`config.mk`:
```
export PLATFORM = sky130hd
export DESIGN_NAME = seq_detector_flat
export DESIGN_NICKNAME = d
export VERILOG_FILES = /design/src/rtl/seq_detector_pkg.sv /design/src/rtl/seq_detector_if.sv /design/src/rtl/seq_detector_sat_counter.sv /design/src/rtl/seq_detector.sv /design/src/flat_wrapper.sv
export SDC_FILE = /design/constraint.sdc
export NUM_CORES = 1
export LEC_CHECK = 0
export CORE_UTILIZATION = 41
export CTS_CLUSTER_SIZE = 12
export DETAILED_ROUTE_END_ITERATION = 12
export PLACE_DENSITY = 0.84
export SETUP_SLACK_MARGIN = 0.05
export SYNTH_ARGS = -nofsm -noshare
export SYNTH_HDL_FRONTEND = slang
export SYNTH_HIERARCHICAL = 1
export SYNTH_SLANG_ARGS = --single-unit
export TNS_END_PERCENT = 1
```
`constraint.sdc`:
```
create_clock -name clk -period 1.73 [get_ports clk]
set_input_delay 0.519 -clock clk [delete_from_list [all_inputs] [get_ports clk]]
set_output_delay 0.519 -clock clk [all_outputs]
set_load 0.05 [all_outputs]
```
`src/rtl/seq_detector_pkg.sv`:
```
// Shared types and constants for the serial 1011 pattern detector.
package seq_det_pkg;

    // FSM state encoding; values 5-7 are unused and recover to S_IDLE.
    typedef enum logic [2:0] {
        S_IDLE = 3'd0,
        S_1    = 3'd1,
        S_10   = 3'd2,
        S_101  = 3'd3,
        S_1011 = 3'd4
    } det_state_t;

    // The pattern being searched for, first received bit in the MSB.
    localparam logic [3:0] PATTERN     = 4'b1011;
    localparam int         PATTERN_LEN = 4;

endpackage

```
`src/rtl/seq_detector_if.sv`:
```
// Data, control and status signals of the pattern detector, bundled so the
// upstream driver and the LED/bench side see one port.
interface seq_detector_if #(
    parameter int COUNT_W = 8
);
    logic               en;
    logic               din;
    logic               clr;
    logic               match;
    logic [COUNT_W-1:0] match_count;
    logic               overflow;
    logic [2:0]         state_dbg;

    modport master (
        output en, din, clr,
        input  match, match_count, overflow, state_dbg
    );

    modport slave (
        input  en, din, clr,
        output match, match_count, overflow, state_dbg
    );
endinterface

```
`src/rtl/seq_detector_sat_counter.sv`:
```
// Saturating event counter with a sticky overflow flag; clr beats inc.
module sat_counter #(
    parameter int W = 8
) (
    input  logic         clk,
    input  logic         reset,
    input  logic         inc,
    input  logic         clr,
    output logic [W-1:0] count,
    output logic         overflow
);

    // Count events, hold at all-ones and remember that one was lost.
    always_ff @(posedge clk) begin
        if (reset) begin
            count    <= '0;
            overflow <= 1'b0;
        end else if (clr) begin
            count    <= '0;
            overflow <= 1'b0;
        end else if (inc) begin
            if (&count) begin
                overflow <= 1'b1;
            end else begin
                count <= count + W'(1);
            end
        end
    end

endmodule

```
`src/rtl/seq_detector.sv`:
```
// Moore FSM that finds 1011 in an en-qualified serial stream, pulses match
// one clock after the final bit, and counts detections.
module seq_detector
    import seq_det_pkg::*;
#(
    parameter int COUNT_W = 8,
    parameter bit OVERLAP = 1'b1
) (
    input  logic                clk,
    input  logic                reset,
    seq_detector_if.slave       bus
);

    det_state_t state;
    det_state_t nxt;
    logic       hit;
    logic       advance;
    logic       match_q;

    // Transition table; unused encodings fall back to S_IDLE.
    function automatic det_state_t next_state(input det_state_t s, input logic d);
        case (s)
            S_IDLE:  return d ? S_1    : S_IDLE;
            S_1:     return d ? S_1    : S_10;
            S_10:    return d ? S_101  : S_IDLE;
            S_101:   return d ? S_1011 : S_10;
            S_1011:  return d ? S_1    : (OVERLAP ? S_10 : S_IDLE);
            default: return S_IDLE;
        endcase
    endfunction

    // A detection is the valid bit that moves the FSM into S_1011; illegal
    // states always move on so they recover even while en is low.
    always_comb begin
        nxt     = next_state(state, bus.din);
        hit     = bus.en && (nxt == S_1011);
        advance = bus.en || (state > S_1011);
    end

    // State register and the registered match pulse.
    always_ff @(posedge clk) begin
        if (reset) begin
            state   <= S_IDLE;
            match_q <= 1'b0;
        end else begin
            match_q <= hit;
            if (advance) begin
                state <= nxt;
            end
        end
    end

    sat_counter #(
        .W (COUNT_W)
    ) u_count (
        .clk      (clk),
        .reset    (reset),
        .inc      (hit),
        .clr      (bus.clr),
        .count    (bus.match_count),
        .overflow (bus.overflow)
    );

    assign bus.match     = match_q;
    assign bus.state_dbg = state;

endmodule

```
`src/flat_wrapper.sv`:
```
// flat-port wrapper written by rule: the top's interface ports become plain ports
module seq_detector_flat import seq_det_pkg::*;
#(
    parameter int COUNT_W = 8,
    parameter bit OVERLAP = 1'b1
)
  (clk, reset, bus_en, bus_din, bus_clr, bus_match, bus_match_count, bus_overflow, bus_state_dbg);
  seq_detector_if #(.COUNT_W(COUNT_W)) bus_i ();
  input  logic clk;
  input  logic reset;
  input wire logic [$bits(bus_i.en)-1:0] bus_en;
  input wire logic [$bits(bus_i.din)-1:0] bus_din;
  input wire logic [$bits(bus_i.clr)-1:0] bus_clr;
  output wire logic [$bits(bus_i.match)-1:0] bus_match;
  output wire logic [$bits(bus_i.match_count)-1:0] bus_match_count;
  output wire logic [$bits(bus_i.overflow)-1:0] bus_overflow;
  output wire logic [$bits(bus_i.state_dbg)-1:0] bus_state_dbg;
  assign bus_i.en = bus_en;
  assign bus_i.din = bus_din;
  assign bus_i.clr = bus_clr;
  assign bus_match = bus_i.match;
  assign bus_match_count = bus_i.match_count;
  assign bus_overflow = bus_i.overflow;
  assign bus_state_dbg = bus_i.state_dbg;
  seq_detector #(.COUNT_W(COUNT_W), .OVERLAP(OVERLAP)) u_core (.clk(clk), .reset(reset), .bus(bus_i));
endmodule
```
==> reports/results.tsv, run 1 <==
metric	value	unit
wire_per_inst	14.38	µm
setup_viol	0	
postPlaceCellArea	1041	µm²
clk-insertion-delay-late	0.29	ns
die_w	42.37	µm
clkTransAtPathRegs	0.08	ns
skew	0.004054	ns
met1_length	863	µm
critPathCaptureType	flop	
max_freq	621.8	MHz
cp.depth	8	
dr_wl_met3	77	µm
diodes	0	
peakVddDrop	0.2795	mV
critPathMaxFanout	4	
worstSetupPathType	input pin to flop	
rr_worst_depth	7	
hold_violations	0	
initial_utilization	44.35	%
final.setup.tns	0	ns
layout_common_cells	buf_4 (15), buf_12 (12), nand2_1 (8), dfxtp_1 (8), a21oi_1 (6)	
syn_nets	83	
relSlewSlack	73.40	%
syn_area_per_cell	8.677	µm²
final_net_count	119	
globalRouteOverflowTotal	0	
nFillCells	97	
coreArea	1506	µm²
crit_family	simple AND/OR/NAND/NOR gates	
cp-startpoint	bus_en	
wl_met2	833	µm
p_leak	0.4464	nW
cts_buffer_depth	2	
dp_hpwl	1250	µm
synth_top_area_share	38.95	%
synth_top_cell_by_area	dfxtp_1	
area_growth	70.04	%
r2r-start	u_core/bus.state_dbg[2]$_SDFFE_PP0P_	
dieArea	1795	µm²
fin_area	1136	µm²
rsz0062_at_grt	true	
pin_count	18	
crit_arrival	1.80	ns
final_common_cell	buf_4	
totalWireLength	1841	µm
timing.rr.end	u_core/u_count/count[7]$_SDFFE_PP0P_	
gp_congestion	0.8507	
max_cap_viol_count	0	
critical_path.slowest_cell	and4_4	
p_per_area	511.0	nW/µm²
hp-class	flop to flop	
report.final.slew_viol_count	0	
vias	757	
highest_layer	met4	
clockRootBuffer	clkbuf_4	
worstPathRequired	1.92	ns
numCtsBuffers	3	
tightest_slew	0.3990	ns
period_needed	1.608	ns
clock_sinks	13	
antenna_found_initial	0	
syn_inst	77	
hold_start	u_core/u_count/count[0]$_SDFFE_PP0P_	
crit_buf_inv	3	
antenna_left	0	
regToRegSetupSlack	0.13	ns
p_total	580.5	µW
cts_tree	done	
post-route-period-util	92.96	%
cp-endpoint	u_core/u_count/count[7]$_SDFFE_PP0P_	
path_cells	clkdlybuf4s15_1, and2b_2, nand4_1, inv_2, buf_6, and4_4, a21oi_2, a311oi_1	
final_layout_size_suffix_gt1_share	43.75	%
remaining_drc_errors	0	
grt_first_pass_wirelength	3036	µm
die_y	42.37	µm
ys_types	30	
status	complete, no violations	
portBuffers	17	
h-tree-depth	1	
synth-seq-cells	13	
ys_seq_area_share	38.95	%
ys_warn_count	6	
drt_first_pass_iters	4	
viasPerCell	5.914	
grt_usage	22.81	%
first_global_vias	678	
synth_area_leaders	dfxtp_1 (39%), a21oi_1 (6.0%), mux2i_1 (6.0%)	
cp_slowest_stage_delay	0.24	ns
grt_max_degree	10	
drtIter0Drc	19	
netlist_area	668.1	µm²
startpoint_type	input pin	
num_rows	14	
utilization	75.42	%
cts_hold_buf	0	
-- power by group --
group | total [mW] | internal, mW | switching (mW)
Sequential | 0.309 | 0.301 | 0.00761
Clock | 0.195 | 0.0861 | 0.109
Combinational | 0.0766 | 0.0410 | 0.0356
Total | 0.581 | 0.429 | 0.152
-- what timing repair did --
action	CTS	global route
pin swaps	3	4
endpoints found under the setup margin	5	7
gates resized for setup	3	6
buffers inserted	4	2
-- cells in the mapped netlist --
| master | n |
|---|---|
| nand4_1 | 3 |
| nor3_1 | 1 |
| a31oi_1 | 1 |
| and3_1 | 2 |
| nor2_1 | 4 |
| o21ai_1 | 1 |
| a211oi_1 | 1 |
| and2b_2 | 2 |
| or2_2 | 1 |
| o211ai_1 | 1 |
| inv_1 | 4 |
| nand2_1 | 8 |
| ha_1 | 1 |
| or3_1 | 3 |
| nand3_1 | 1 |
| nor2b_1 | 4 |
| a311oi_1 | 1 |
| a2111o_1 | 1 |
| nand3_2 | 1 |
| buf_6 | 1 |
| and4_1 | 2 |
| nor3b_2 | 1 |
| o21ai_0 | 3 |
| a21boi_0 | 1 |
| a21oi_1 | 8 |
| a21boi_2 | 1 |
| dfxtp_1 | 13 |
| mux2i_1 | 4 |
| a22oi_1 | 1 |
| or4_1 | 1 |
-- per-stage QoR --
step           setup slack, ns  hold WS, ns  cells
5_1_grt                0.01095       0.5489    128
2_1_floorplan          0.04001       0.5784     77
3_5_place_dp           -0.4668       0.5030    118
6_report                0.1218       0.5307    128
4_1_cts                0.05350       0.5295    126
3_3_place_gp           -0.4111       0.4979    118
-- registers in the layout (all words and copies together), names as in the netlist --
name                     flops
u_core/bus.match             1
u_core/u_count/overflow      1
u_core/u_count/count         8
u_core/bus.state_dbg         3
-- layer usage --
layer | global-route usage [%] | vias to the layer above
li1 | - | 351
met1 | 29.38 | 368
met2 | 35.69 | 31
met3 | 3.879 | 7
met4 | 13.13 | 0
met5 | 0 | -
-- layout make-up --
class                   instances  area (µm²)  area share, %
repair buffers                 32       402.9          35.46
multi-input cells              59       401.6          35.35
flip-flops and latches         13       269.0          23.68
clock buffers                   3       22.52          1.982
well taps                      16       20.02          1.762
inverters                       4       15.01          1.322
clock inverters                 1       5.005         0.4405
-- worst register-to-register path: stages (launching register included) --
cell and delay (ns):
dfxtp_4 0.35, and2b_2 0.21, nand4_1 0.15, inv_2 0.14, buf_6 0.11, and4_4 0.24, a21oi_2 0.06, a311oi_1 0.24
-- worst min-delay path by stage --
| stage | end | slack, ns | depth (start not counted) |
|---|---|---|---|
| 2_1_floorplan | u_core/bus.state_dbg[2]$_SDFFE_PP0P_ | 0.58 | 1 |
| 3_3_place_gp | u_core/u_count/count[1]$_SDFFE_PP0P_ | 0.50 | 2 |
| 3_5_place_dp | u_core/u_count/count[0]$_SDFFE_PP0P_ | 0.50 | 2 |
| 4_1_cts | u_core/u_count/count[0]$_SDFFE_PP0P_ | 0.53 | 2 |
| 5_1_grt | u_core/u_count/count[0]$_SDFFE_PP0P_ | 0.55 | 2 |
| 6_report | u_core/u_count/count[0]$_SDFFE_PP0P_ | 0.53 | 2 |
-- kinds of logic after synthesis --
family | Yosys count | share of synthesized area (%)
fa+ha+maj | 1 | 1.872
flops | 13 | 38.95
compound gates | 20 | 19.10
buf+inv | 5 | 3.932
mux | 4 | 5.993
simple gates | 34 | 30.15
Note: power is estimated with default switching activity, not from simulation.
==> run 2: changes to the inputs <==
--- a/config.mk
+++ b/config.mk
@@ -8,6 +8,7 @@
 export CORE_UTILIZATION = 41
 export CTS_CLUSTER_SIZE = 12
 export DETAILED_ROUTE_END_ITERATION = 12
+export GPL_TIMING_DRIVEN = 0
 export PLACE_DENSITY = 0.84
 export SETUP_SLACK_MARGIN = 0.05
 export SYNTH_ARGS = -nofsm -noshare
==> run 2 against run 1 <==
Worst setup slack got worse by 0.070 ns; utilization is 15 points lower; non-clock buffer count decreased by 12; global-route usage is 5.4 points lower; register-to-register slack got worse by 0.04 ns; combinational power shrank 28%.
==> reports/results.tsv, run 2 (synthesized netlist as in run 1, its figures left out) <==
metric	value	unit	change
startpoint_type	flop		
top_usage_layer	met2		
final_layout_size_suffix_gt1_share	28.00	%	-16 points
critical_path.slowest_cell	dfxtp_1		
dp_cells	110		-6.8%
drtIter0Drc	9		-10
nFillCells	129		+33%
clk-insertion-delay-late	0.27	ns	-0.02 ns
initial_utilization	44.35	%	unchanged
peakVddDrop	0.6562	mV	+130%
met2_usage	29.23	%	-6.5 points
seq_area	269.0	µm²	unchanged
numCtsBuffers	3		unchanged
critPathMaxFanout	7		+3
num_rows	14		unchanged
cts_buffer_depth	2		unchanged
path_cells	clkdlybuf4s15_2		
grt_usage	17.43	%	-5.4 points
final_net_count	107		-10%
p_per_area	600.4	nW/µm²	+17%
max_freq	595.8	MHz	-4.2%
cp.depth	1		-7
met3_usage	4.310	%	+0.43 points
clkTransAtPathRegs	0.09	ns	about the same
setup_viol	0		unchanged
hp-class	flop to flop		
cp-endpoint	bus_match_count[3]		
crit_family	flip-flops		
largest_reg_flops	8		unchanged
die_y	42.37	µm	unchanged
tightest_slew	0.4868	ns	+0.08778 ns
p_leak	0.3493	nW	-22%
coreArea	1506	µm²	unchanged
crit_buf_inv	1		-2
remaining_drc_errors	0		unchanged
max_cap_viol_count	0		unchanged
timing.rr.end	u_core/u_count/count[6]$_SDFFE_PP0P_		
post-route-period-util	97.02	%	+4.1 points
antenna_left	0		unchanged
drt_first_pass_iters	4		unchanged
dp_hpwl	1034	µm	-17%
first_global_vias	594		-12%
wire_per_inst	12.63	µm	-12%
clockRootBuffer	clkbuf_4		
totalWireLength	1465	µm	-20%
die_w	42.37	µm	unchanged
antenna_found_initial	0		unchanged
dieArea	1795	µm²	unchanged
h-tree-depth	1		unchanged
skew	0.005057	ns	+0.001003 ns
area_growth	36.14	%	
hold_violations	0		unchanged
stdcell_count	116		-9.4%
rr_worst_depth	6		-1
report.final.slew_viol_count	0		unchanged
grt_max_degree	10		unchanged
cp-startpoint	u_core/u_count/count[3]$_SDFFE_PP0P_		
layout_common_cells	clkdlybuf4s15_2 (8), nand2_1 (8), a21oi_1 (8), dfxtp_1 (8)		
worstPathRequired	1.21	ns	-0.71 ns
r2r-start	u_core/bus.state_dbg[2]$_SDFFE_PP0P_		
relSlewSlack	67.68	%	-5.7 points
period_needed	1.678	ns	+0.07026 ns
final.setup.tns	0	ns	unchanged
status	complete, no violations		
globalRouteOverflowTotal	0		unchanged
crit_arrival	1.16	ns	-0.64 ns
pin_count	18		unchanged
rsz0062_at_grt	true		
viasPerCell	5.672		-4.1%
portBuffers	17		unchanged
multi_input_area	381.6	µm²	-5.0%
diodes	0		unchanged
grt_first_pass_wirelength	2401	µm	-21%
p_total	546.1	µW	-5.9%
top_register	u_core/u_count/count		
clock_sinks	13		unchanged
critPathCaptureType	primary output		
worstSetupPathType	flop to primary output		
cp_slowest_stage_delay	0.48	ns	+0.24 ns
use_met1	21.51	%	-7.9 points
gp_congestion	0.8334		-2.0%
cts_tree	done		
regToRegSetupSlack	0.09	ns	-0.04 ns
vias	658		-13%
run 2: per-layer routing:
metal	wire length, µm	vias to the layer above
li1	-	329
met1	697	309
met2	702	18
met3	45	2
met4	19	0
met5	0	-
run 2: worst min path at each step:
stage	startpoint	endpoint	slack [ns]	cells after the start
after floorplan	reset	u_core/bus.state_dbg[2]$_SDFFE_PP0P_	0.58	1
after global placement	u_core/u_count/overflow$_SDFFE_PP0P_	u_core/u_count/overflow$_SDFFE_PP0P_	0.45	2
after detailed placement	u_core/u_count/overflow$_SDFFE_PP0P_	u_core/u_count/overflow$_SDFFE_PP0P_	0.46	2
after CTS	u_core/u_count/overflow$_SDFFE_PP0P_	u_core/u_count/overflow$_SDFFE_PP0P_	0.48	2
after global routing	u_core/u_count/count[1]$_SDFFE_PP0P_	u_core/u_count/count[1]$_SDFFE_PP0P_	0.51	2
final	u_core/u_count/count[1]$_SDFFE_PP0P_	u_core/u_count/count[1]$_SDFFE_PP0P_	0.49	2
run 2: layout make-up:
type,count,share of cell area (%)
plain buffers,1,1.238
inverters,4,1.651
clock buffers,3,2.476
clock inverters,1,0.5502
well taps,16,2.201
flip-flops and latches,13,29.57
repair buffers,19,20.36
multi-input cells,59,41.95
run 2: what timing repair did:
action	CTS	global route
setup buffers	2	0
endpoints found under the setup margin	22	12
gates resized for setup	34	1
pin swaps	1	0
hold buffers	0	0
run 2: worst min-delay path: cells and delay by family (launching register included):
kind	cells	cell delay, ns
flip-flops	1	0.35
AND/OR/NAND/NOR	1	0.06
multiplexers	1	0.05
run 2: where the power goes:
group	internal (mW)	switching [mW]
clock	0.0854	0.0986
sequential	0.301	0.00592
combinational	0.0232	0.0316
total	0.410	0.136
run 2: metrics by stage:
stage / util (%) / worst slack (ns) / cell area (µm²) / hold slack, ns
floorplan: - / 0.04001 / 676.9 / 0.5784
global placement: 57.56 / -0.5726 / 867.1 / 0.4514
detailed placement: 57.56 / -0.5951 / 867.1 / 0.4623
CTS: 60.71 / 0.06041 / 914.6 / 0.4770
global route: 60.38 / 0.008607 / 909.6 / 0.5106
finish: 60.38 / 0.05158 / 909.6 / 0.4902
